**src/rtl/uart_pkg.sv**
```systemverilog
// uart_pkg: shared UART frame width, parity encodings, legal prescale values and FSM state enum
package uart_pkg;
  localparam int WIDTH = 8;
  localparam logic PAR_EVEN = 1'b0;
  localparam logic PAR_ODD = 1'b1;
  localparam logic [5:0] PRESCALE_8 = 6'd8;
  localparam logic [5:0] PRESCALE_16 = 6'd16;
  localparam logic [5:0] PRESCALE_32 = 6'd32;
  typedef enum logic [2:0] {IDLE, START, DATA, PARITY, STOP} uart_state_e;
endpackage

```
**src/rtl/uart_rx_deframer_if.sv**
```systemverilog
// uart_rx_deframer_if: serial line + frame config in, received word + status pulses out
interface uart_rx_deframer_if;
  import uart_pkg::*;
  logic rx_in;
  logic [5:0] prescale;
  logic par_en;
  logic parity_type;
  logic [WIDTH-1:0] p_data;
  logic data_valid;
  logic par_err;
  logic stp_err;
  modport master (output rx_in, prescale, par_en, parity_type, input p_data, data_valid, par_err, stp_err);
  modport slave (input rx_in, prescale, par_en, parity_type, output p_data, data_valid, par_err, stp_err);
endinterface

```
**src/rtl/uart_rx_sampler.sv**
```systemverilog
// uart_rx_sampler: captures rx_in at edge_cnt P/2-1, P/2, P/2+1 and returns the 2-of-3 majority as sampled_bit
module uart_rx_sampler (
  input  logic       clk,
  input  logic       rst,
  input  logic       rx_in,
  input  logic [5:0] edge_cnt,
  input  logic [5:0] prescale,
  output logic       sampled_bit
);
  logic [2:0] s_q, s_d;
  logic [5:0] mid;
  always_comb begin
    mid = prescale >> 1;
    s_d[0] = edge_cnt == mid - 6'd1 ? rx_in : s_q[0];
    s_d[1] = edge_cnt == mid ? rx_in : s_q[1];
    s_d[2] = edge_cnt == mid + 6'd1 ? rx_in : s_q[2];
  end
  always_ff @(posedge clk or negedge rst)
    if (!rst) s_q <= 3'b111;
    else s_q <= s_d;
  assign sampled_bit = (s_q[0] & s_q[1]) | (s_q[0] & s_q[2]) | (s_q[1] & s_q[2]);
endmodule

```
**src/rtl/uart_rx_deframer.sv**
```systemverilog
// uart_rx_deframer: UART receive FSM; ports clk, rst (async active-low), bus (slave: rx_in/config in, p_data/status out)
module uart_rx_deframer
  import uart_pkg::*;
(
  input logic clk,
  input logic rst,
  uart_rx_deframer_if.slave bus
);
  localparam logic [2:0] LAST_BIT = 3'(WIDTH - 1);
  uart_state_e state_q, state_d;
  logic [5:0] edge_cnt_q, edge_cnt_d, p_q, p_d;
  logic [2:0] bit_cnt_q, bit_cnt_d;
  logic par_en_q, par_en_d, par_type_q, par_type_d, par_fail_q, par_fail_d;
  logic [WIDTH-1:0] shift_q, shift_d, p_data_q, p_data_d;
  logic valid_q, valid_d, par_err_q, par_err_d, stp_err_q, stp_err_d;
  logic sampled_bit, bit_end;
  uart_rx_sampler u_sampler (
    .clk(clk),
    .rst(rst),
    .rx_in(bus.rx_in),
    .edge_cnt(edge_cnt_q),
    .prescale(p_q),
    .sampled_bit(sampled_bit)
  );
  assign bit_end = edge_cnt_q == p_q - 6'd1;
  always_comb begin
    state_d = state_q;
    edge_cnt_d = edge_cnt_q;
    p_d = p_q;
    bit_cnt_d = bit_cnt_q;
    par_en_d = par_en_q;
    par_type_d = par_type_q;
    par_fail_d = par_fail_q;
    shift_d = shift_q;
    p_data_d = p_data_q;
    valid_d = 1'b0;
    par_err_d = 1'b0;
    stp_err_d = 1'b0;
    if (state_q == IDLE) begin
      edge_cnt_d = 6'd0;
      if (!bus.rx_in) begin
        // detection cycle is edge_cnt 0 of the start bit, so the next cycle is edge 1
        state_d = START;
        edge_cnt_d = 6'd1;
        p_d = bus.prescale;
        par_en_d = bus.par_en;
        par_type_d = bus.parity_type;
        bit_cnt_d = 3'd0;
        par_fail_d = 1'b0;
      end
    end else begin
      edge_cnt_d = bit_end ? 6'd0 : edge_cnt_q + 6'd1;
      if (bit_end)
        case (state_q)
          START: state_d = sampled_bit ? IDLE : DATA;
          DATA: begin
            shift_d = {sampled_bit, shift_q[WIDTH-1:1]};
            bit_cnt_d = bit_cnt_q + 3'd1;
            if (bit_cnt_q == LAST_BIT) state_d = par_en_q ? PARITY : STOP;
          end
          PARITY: begin
            par_fail_d = sampled_bit != (par_type_q == PAR_ODD ? ~^shift_q : ^shift_q);
            state_d = STOP;
          end
          STOP: begin
            p_data_d = shift_q;
            stp_err_d = !sampled_bit;
            par_err_d = par_fail_q;
            valid_d = sampled_bit && !par_fail_q;
            state_d = IDLE;
          end
          default: state_d = IDLE;
        endcase
    end
  end
  always_ff @(posedge clk or negedge rst)
    if (!rst) begin
      state_q <= IDLE;
      edge_cnt_q <= 6'd0;
      p_q <= PRESCALE_8;
      bit_cnt_q <= 3'd0;
      par_en_q <= 1'b0;
      par_type_q <= PAR_EVEN;
      par_fail_q <= 1'b0;
      shift_q <= '0;
      p_data_q <= '0;
      valid_q <= 1'b0;
      par_err_q <= 1'b0;
      stp_err_q <= 1'b0;
    end else begin
      state_q <= state_d;
      edge_cnt_q <= edge_cnt_d;
      p_q <= p_d;
      bit_cnt_q <= bit_cnt_d;
      par_en_q <= par_en_d;
      par_type_q <= par_type_d;
      par_fail_q <= par_fail_d;
      shift_q <= shift_d;
      p_data_q <= p_data_d;
      valid_q <= valid_d;
      par_err_q <= par_err_d;
      stp_err_q <= stp_err_d;
    end
  assign bus.p_data = p_data_q;
  assign bus.data_valid = valid_q;
  assign bus.par_err = par_err_q;
  assign bus.stp_err = stp_err_q;
endmodule

```
**src/flat_wrapper.sv**
```systemverilog
// flat-port wrapper written by rule: the top's interface ports become plain ports
module uart_rx_deframer_flat import uart_pkg::*;
  (clk, rst, bus_rx_in, bus_prescale, bus_par_en, bus_parity_type, bus_p_data, bus_data_valid, bus_par_err, bus_stp_err);
  uart_rx_deframer_if bus_i ();
  input logic clk;
  input logic rst;
  input wire logic [$bits(bus_i.rx_in)-1:0] bus_rx_in;
  input wire logic [$bits(bus_i.prescale)-1:0] bus_prescale;
  input wire logic [$bits(bus_i.par_en)-1:0] bus_par_en;
  input wire logic [$bits(bus_i.parity_type)-1:0] bus_parity_type;
  output wire logic [$bits(bus_i.p_data)-1:0] bus_p_data;
  output wire logic [$bits(bus_i.data_valid)-1:0] bus_data_valid;
  output wire logic [$bits(bus_i.par_err)-1:0] bus_par_err;
  output wire logic [$bits(bus_i.stp_err)-1:0] bus_stp_err;
  assign bus_i.rx_in = bus_rx_in;
  assign bus_i.prescale = bus_prescale;
  assign bus_i.par_en = bus_par_en;
  assign bus_i.parity_type = bus_parity_type;
  assign bus_p_data = bus_i.p_data;
  assign bus_data_valid = bus_i.data_valid;
  assign bus_par_err = bus_i.par_err;
  assign bus_stp_err = bus_i.stp_err;
  uart_rx_deframer u_core (.clk(clk), .rst(rst), .bus(bus_i));
endmodule
```
**config.mk**
```make
export PLATFORM = sky130hd
export DESIGN_NAME = uart_rx_deframer_flat
export DESIGN_NICKNAME = d
export VERILOG_FILES = /design/src/rtl/uart_pkg.sv /design/src/rtl/uart_rx_deframer_if.sv /design/src/rtl/uart_rx_sampler.sv /design/src/rtl/uart_rx_deframer.sv /design/src/flat_wrapper.sv
export SDC_FILE = /design/constraint.sdc
export NUM_CORES = 1
export LEC_CHECK = 0
export ABC_AREA = 1
export CAP_MARGIN = 20
export CORE_UTILIZATION = 40
export CTS_CLUSTER_SIZE = 12
export DETAILED_ROUTE_END_ITERATION = 10
export SLEW_MARGIN = 20
export SYNTH_ARGS = -nofsm -noshare
export SYNTH_HDL_FRONTEND = slang
export SYNTH_HIERARCHICAL = 1
export SYNTH_SLANG_ARGS = --single-unit
```
**constraint.sdc**
```tcl
create_clock -name clk -period 1.75 [get_ports clk]
set_input_delay 0.175 -clock clk [delete_from_list [all_inputs] [get_ports clk]]
set_output_delay 0.175 -clock clk [all_outputs]
set_load 0.01 [all_outputs]
```
==> qor.csv, run 1 <==
stage,metric,value,unit
clock_network,CTS root buf,clkbuf_8,
setup_path,CP endpoint kind,register,
floorplan,Die Ht,82.3,microns
drt,DRC Markers,0,
placed_design,IO buf count,21,
synthesis,synthesized area per cell,7.39,sq um
synthesis,Synth Instances,349,
clock_network,H-tree Lvls,2,
cells_and_area,Layout Utilization,54.5,%
drt,Final ANT Viol Nets,0,
power_and_ir_drop,Max VDD drop,793,uV
setup_path,critical path class,reg -> reg,
floorplan,die area,6770,sq um
timing,clock period minus worst slack,1.69,ns
setup_path,Startpoint Class,register,
run,max cap viols,0,
floorplan,initial core utilization,42.6,%
drt,initial drt markers,120,
run_status,outcome,"complete, no violations",
timing,Setup Viol. Count Final,0,
global_route,Total Routing Usage GR,18.5,%
power_and_ir_drop,Pwr per Cell Area,1490,nW/um^2
synthesis,Synth Register Bits,43,
synthesis,Ys Warns,6,
cells_and_area,ant diodes,0,
timing,worst hold slack,0.373,ns
drt,WL final,5.58,mm
timing,"Slew Viols, Final",0,
drt,Routed wire per std cell,11.8,microns
placed_design,global placement routability congestion,0.803,
synthesis,"Seq/Total Area, Yosys",41.9,%
drt,Vias,2259,
timing,unrepaired setup endpoints after global routing,true,
power_and_ir_drop,Pleak,1.64,nW
timing,Worst-Margin Slew,0.771,ns
global_route,largest net degree at the start of global routing,24,
placed_design,dpl hpwl,4.16,mm
clock_network,clk_lat worst skew,0.30,ns
synthesis,Yosys cell types,32,
synthesis,synthesized area,2580,sq um
cells_and_area,most frequent cells in the layout,"nand2_1 (104), inv_1 (37), dfrtp_1 (37), nor2_1 (30), nand3_1 (23)",
synthesis,Syn Nets,366,
power_and_ir_drop,Power Total,4.93,mW
clock_network,"Reg clk slew, reported paths",0.08,ns
clock_network,CTS sink count,43,
cells_and_area,"most common cell after layout, fill and taps aside",nand2_1,
setup_path,Crit path required time,1.94,ns
timing,Worst slew margin,48.4,%
cells_and_area,Syn-to-layout area delta,28.0,%
global_route,initial antenna violation count,0,
setup_path,worst-case reg-to-reg path depth,13,
global_route,first-pass GRT wire length,9.43,mm
floorplan,CORE AREA,6060,sq um
min_path,worst hold path type,in -> async,
timing,Final Hold Viols,0,
cells_and_area,layout cells sized above 1,24.8,%
floorplan,width of the die,82.3,microns
clock_network,TritonCTS clock tree,built,
floorplan,# IOs,22,
drt,Via density,4.77,
cells_and_area,# nets final,415,
clock_network,CTS buffer count,5,
timing,clk_skew,0.00829,ns
timing,f_max,593,MHz
global_route,GRT overflow,0,
global_route,vias in the first global route,2164,
clock_network,CTS Buffer Depth,2,
setup_path,WP data arrival,1.88,ns
placed_design,DP Area,3040,sq um
drt,drt pass-1 iters,4,
cells_and_area,Final Cell Area,3300,sq um
setup_path,CP Max Fanout,8,
floorplan,row count,28,
timing,fin crit share,96.4,%
clock_network,Post-CTS Setup Inserts,0,
## per-stage QoR
stage	TNS [ns]	std cells	setup slack (ns)
3_3_place_gp	0	464	0.00187
5_1_grt	-0.935	474	-0.0835
3_5_place_dp	-0.367	464	-0.0815
4_1_cts	0	474	0.0122
2_1_floorplan	0	349	0.00510
6_report	0	474	0.0635
## report_power, final
part / internal (mW) / switching (mW)
registers: 1.27 / 0.225
clock network: 0.279 / 0.343
logic: 1.16 / 1.65
## routing by layer
metal  part of all wire (%)  up-vias  GRT usage [%]
li1                       -     1184              -
met1                     50     1048           24.8
met2                     47       25           30.2
met3                    2.4        2           3.96
met4                   0.48        0           5.26
met5                      0        -              0
## path summary, 6_finish.rpt
path | slack [ns] | from | to
max in group asynchronous | 0.82 | rst | u_core/u_sampler/s_q[0]
min | 0.37 | rst | u_core/p_q[0]
min reg2reg | 0.47 | u_core/u_sampler/s_q[2] | u_core/u_sampler/s_q[2]
min in group clk | 0.45 | bus_prescale[3] | u_core/p_q[3]
max reg2reg | 0.06 | u_core/p_q[1] | u_core/bus.p_data[2]
max | 0.06 | u_core/p_q[1] | u_core/bus.p_data[2]
## registers in the layout, indices dropped and copies added, names as in the netlist, 3 cells and up
name	cells
u_core/shift_q	8
u_core/bit_cnt_q	3
u_core/u_sampler/s_q	3
u_core/bus.p_data	8
u_core/p_q	6
u_core/state_q	3
u_core/edge_cnt_q	6
## cells by family (layout without fill, tap and decap cells)
family | Yosys count | in the layout | synth area share [%]
simple gates | 205 | 206 | 34.8
buf+inv | 54 | 103 | 8.78
flops | 43 | 43 | 41.9
compound gates | 24 | 24 | 5.24
xor+xnor | 13 | 13 | 4.70
fa+ha+maj | 7 | 7 | 3.30
mux | 3 | 3 | 1.31
## cell usage after synthesis
library cell / count / area (sq um)
nand2_1: 117 / 439
inv_1: 40 / 150
dfrtp_1: 39 / 976
nor2_1: 37 / 139
nand3_1: 23 / 115
o21ai_0: 10 / 50.1
a21oi_1: 9 / 45.0
nor2_2: 7 / 43.8
ha_1: 6 / 75.1
inv_2: 6 / 22.5
nand4_1: 6 / 37.5
xnor2_1: 6 / 52.6
xor2_1: 6 / 52.6
dfstp_2: 4 / 105
nand2_2: 4 / 25.0
nand3_2: 4 / 40.0
o21ai_2: 4 / 35.0
mux2_2: 3 / 33.8
buf_2: 2 / 10.0
buf_6: 2 / 22.5
nand3b_1: 2 / 15.0
nor3b_1: 2 / 15.0
buf_4: 1 / 7.51
clkbuf_1: 1 / 3.75
clkinv_1: 1 / 3.75
inv_4: 1 / 6.26
maj3_1: 1 / 10.0
nand2_4: 1 / 11.3
nor3_2: 1 / 10.0
o21ai_1: 1 / 5.00
or2_1: 1 / 6.26
xnor2_2: 1 / 16.3
## area by class of cell
class / count / area, sq um
Fill cell: 571 / 2760
Multi-Input combinational cell: 253 / 1420
Sequential cell: 43 / 1080
Timing Repair Buffer: 47 / 438
Inverter: 48 / 188
Tap cell: 75 / 93.8
Clock buffer: 6 / 72.6
Clock inverter: 2 / 12.5
## repair_timing
item,CTS,global route
endpoints found under the setup margin,13,34
hold endpoints to repair,19,0
hold buffers,1,0
resized for setup,12,38
gates cloned,1,0
pin swaps,4,6
## worst max-delay path, stage by stage (launching register included)
cell and delay (ns):
dfrtp_2 0.38, inv_2 0.05, ha_4 0.26, inv_2 0.02
nand2_1 0.05, nand2_1 0.04, nor2_1 0.07, nand2_1 0.08
nor2_4 0.12, nand3_4 0.13, inv_8 0.12, nand2_8 0.09
nand2_1 0.11, o21ai_2 0.05
(Power assumes the default switching activity.)
==> run 2: changes to the inputs <==
--- a/config.mk
+++ b/config.mk
@@ -5,13 +5,12 @@
 export SDC_FILE = /design/constraint.sdc
 export NUM_CORES = 1
 export LEC_CHECK = 0
-export ABC_AREA = 1
 export CAP_MARGIN = 20
 export CORE_UTILIZATION = 40
 export CTS_CLUSTER_SIZE = 12
 export DETAILED_ROUTE_END_ITERATION = 10
+export MAX_ROUTING_LAYER = met4
 export SLEW_MARGIN = 20
 export SYNTH_ARGS = -nofsm -noshare
 export SYNTH_HDL_FRONTEND = slang
-export SYNTH_HIERARCHICAL = 1
 export SYNTH_SLANG_ARGS = --single-unit
==> run 2 against run 1 <==
Against the previous run:
- the flow now finishes with violations (negative setup slack)
- flip-flop and latch count unchanged
- count of clock-buffer cells in the layout did not move
- first-iteration DRC count is 27% lower
- wire length shrank 3.2%
- synthesized area down 5.8%
- clock power grew 24%
- critical path type unchanged
- highest routed layer unchanged
==> qor.csv, run 2 <==
stage,metric,value,unit
clock_network,H-tree Lvls,2,
drt,initial drt markers,88,
timing,f_max,461,MHz
timing,Worst-Margin Slew,0.576,ns
setup_path,R2R Path Start,u_core.p_q[2],
setup_path,Startpoint Class,register,
cells_and_area,layout cells sized above 1,41.8,%
synthesis,Syn Nets,235,
cells_and_area,Finished Layout Cells,362,
floorplan,die area,6390,sq um
drt,DRC Markers,0,
power_and_ir_drop,Pwr per Cell Area,1700,nW/um^2
synthesis,async set-reset flop share out of synthesis,100,%
run_status,outcome,"finished, violations left",
cells_and_area,# nets final,304,
timing,clk_skew,0.00662,ns
synthesis,Post-synth top cells,"dfrtp_1 (39), mux2_2 (21), xnor2_1 (17)",
cells_and_area,"most common cell after layout, fill and taps aside",dfrtp_1,
setup_path,r2r setup slk,-0.42,ns
run,max cap viols,0,
global_route,largest net degree at the start of global routing,44,
drt,WL final,5.41,mm
cells_and_area,Syn-to-layout area delta,44.3,%
run_status,failing checks,negative setup slack,
power_and_ir_drop,Cell Int Power,3.59,mW
synthesis,synthesized area,2430,sq um
power_and_ir_drop,Flop pwr share,25.9,%
synthesis,Post-Synth XOR/XNOR Area,10.8,%
setup_path,r2r endpoint,u_core.shift_q[4],
global_route,vias in the first global route,1902,
floorplan,width of the die,80.0,microns
placed_design,DP Cell Count,340,
synthesis,post-synthesis compound-gate area fraction,10.6,%
timing,Worst slew margin,61.3,%
timing,final worst slack,-0.420,ns
power_and_ir_drop,Psw,2.36,mW
drt,Vias,1856,
timing,fin crit share,124,%
floorplan,CORE AREA,5890,sq um
timing,worst hold slack,0.376,ns
global_route,initial antenna violation count,0,
cells_and_area,ant diodes,0,
setup_path,CP endpoint kind,register,
synthesis,largest family of logic cells by synthesized area,simple AND/OR/NAND/NOR gates,
synthesis,Synth Area in Adders,4.01,%
global_route,first-pass GRT wire length,9.16,mm
drt,Routed wire per std cell,14.9,microns
power_and_ir_drop,clock network fraction of design power,12.9,%
clock_network,"Reg clk slew, reported paths",0.09,ns
setup_path,CP max stage delay,0.41,ns
synthesis,Synth Instances,217,
synthesis,"Primary FF master, synth",dfrtp_1,
synthesis,"Seq/Total Area, Yosys",44.5,%
floorplan,row count,28,
synthesis,Area contributors post-synth,"dfrtp_1 (40%), mux2_2 (9.7%), xnor2_1 (6.1%)",
synthesis,Synth Register Bits,43,
clock_network,CTS sink count,43,
synthesis,leading area contributor after synthesis,dfrtp_1,
synthesis,post-synthesis simple-gate area fraction,15.5,%
setup_path,worst-case reg-to-reg path depth,8,
timing,Final Hold Viols,0,
synthesis,dominant cell by count in the synthesized netlist,dfrtp_1,
drt,drt pass-1 iters,4,
synthesis,synthesized area per cell,11.2,sq um
setup_path,Crit path required time,1.94,ns
power_and_ir_drop,Pleak,1.50,nW
clock_network,TritonCTS clock tree,built,
floorplan,Die Ht,80.0,microns
global_route,Total Routing Usage GR,19.6,%
clock_network,clk_lat worst skew,0.30,ns
drt,Via density,5.13,
clock_network,CTS Buffer Depth,2,
timing,Setup Viol. Count Final,34,
synthesis,Ys Warns,0,
power_and_ir_drop,Max VDD drop,1050,uV
cells_and_area,most frequent cells in the layout,"dfrtp_1 (39), buf_4 (35), clkdlybuf4s50_1 (20), mux2_4 (18), xnor2_1 (15)",
cells_and_area,Layout Utilization,59.6,%
drt,Final ANT Viol Nets,0,
timing,"Slew Viols, Final",0,
setup_path,critical path class,reg -> reg,
floorplan,# IOs,22,
synthesis,Synth top area share,40.1,%
setup_path,WP data arrival,2.36,ns
synthesis,Post-synth EDFFs,0,
placed_design,global placement routability congestion,0.856,
power_and_ir_drop,Power Total,5.95,mW
setup_path,slowest cell on the critical path,dfrtp_1,
clock_network,CTS buffer count,5,
timing,clock period minus worst slack,2.17,ns
floorplan,initial core utilization,41.3,%
power_and_ir_drop,Sw Share,39.7,%
clock_network,CTS root buf,clkbuf_8,
synthesis,mux cell area share after synthesis,11.5,%
setup_path,CP Cell Sequence,inv_4 > ha_2 > a21boi_4 > o211a_1 > o2111ai_4 > nor4_4 > buf_12 > mux2_4,
cells_and_area,FILL cells,485,
timing,unrepaired setup endpoints after global routing,true,
synthesis,Yosys cell types,50,
setup_path,CP Max Fanout,8,
min_path,worst hold path type,in -> async,
power_and_ir_drop,Comb pwr share,61.2,%
placed_design,IO buf count,21,
global_route,GRT overflow,0,
placed_design,dpl hpwl,3.77,mm
[run 2: cell count changes after synthesis, moves of 7 or more]
cell,delta
o211ai_1,+9
nor2_1,-30
nor3_1,+11
nand2_1,-103
xor2_1,+7
mux2_2,+18
xnor2_1,+11
inv_1,-32
a21oi_1,-9
nand3_1,-17
[run 2: per-layer routing]
layer / share of wire, % / GRT usage [%] / wire length, microns / vias to the layer above
met5: 0 / - / 0 / -
met4: 1.2 / 6.61 / 65 / 0
met3: 2.4 / 3.43 / 129 / 6
met2: 50 / 30.7 / 2690 / 25
met1: 47 / 25.7 / 2520 / 912
li1: - / - / - / 913
[run 2: worst max-delay path, delay by kind of cell, from the launching register on]
family	cells	cell delay, ns
DFF	1	0.41
adders and majority gates	1	0.19
AOI/OAI and AO/OA	3	0.61
muxes	1	0.30
and+or+nand+nor	1	0.31
buffers and inverters	2	0.24
[run 2: worst max path at each step]
stage                                     to  slack (ns)           from  cells after the start
after global routing       u_core.shift_q[6]       -0.50  u_core.p_q[1]                      8
after CTS                  u_core.shift_q[5]       -0.40  u_core.p_q[2]                      8
final                      u_core.shift_q[4]       -0.42  u_core.p_q[2]                      8
after detailed placement   u_core.shift_q[4]       -0.44  u_core.p_q[1]                      8
after global placement    u_core.bus.stp_err       -0.40  u_core.p_q[1]                      8
after floorplan            u_core.shift_q[7]       -0.56  u_core.p_q[2]                      8
[run 2: through the flow]
stage                     setup slack (ns)  area (sq um)  TNS [ns]
after floorplan                     -0.559          2520    -12.40
after global placement              -0.403          3080     -9.90
after detailed placement            -0.441          3080    -11.17
after CTS                           -0.399          3420    -11.35
after global routing                -0.502          3510    -15.16
final                               -0.420          3510    -11.92
[run 2: cell type report]
| type | instances | area, sq um | area share (%) |
|---|---|---|---|
| Clock inverter | 2 | 37.5 | 1.07 |
| Clock buffer | 6 | 72.6 | 2.07 |
| Inverter | 8 | 32.5 | 0.927 |
| Tap cell | 75 | 93.8 | 2.67 |
| Multi-Input combinational cell | 157 | 1510 | 43.1 |
| Timing Repair Buffer | 71 | 678 | 19.3 |
| Sequential cell | 43 | 1080 | 30.8 |
[run 2: power by group through the flow]
stage	clock, mW	sequential (mW)	combinational (mW)
final	0.769	1.54	3.64
after CTS	0.790	1.54	3.41
after global routing	0.827	1.58	3.93
after global placement	0	1.55	2.94
after detailed placement	0	1.56	2.98
after floorplan	0	1.51	2.10
[run 2: cell families after synthesis]
logic type | count (synthesis)
AND/OR/NAND/NOR | 64
flip-flops | 43
AO/OA/AOI/OAI | 30
XOR/XNOR | 30
multiplexers | 25
buffers and inverters | 17
adder cells (fa/ha/maj) | 8
[run 2: repair_timing]
action                                 in CTS  in global routing
hold buffers                                1                  0
setup buffers                              11                  3
gates cloned                                1                  0
setup endpoints to repair                  35                 35
pin swaps                                  14                  6
endpoints found under the hold margin      39                  0
gates resized for setup                    25                 20
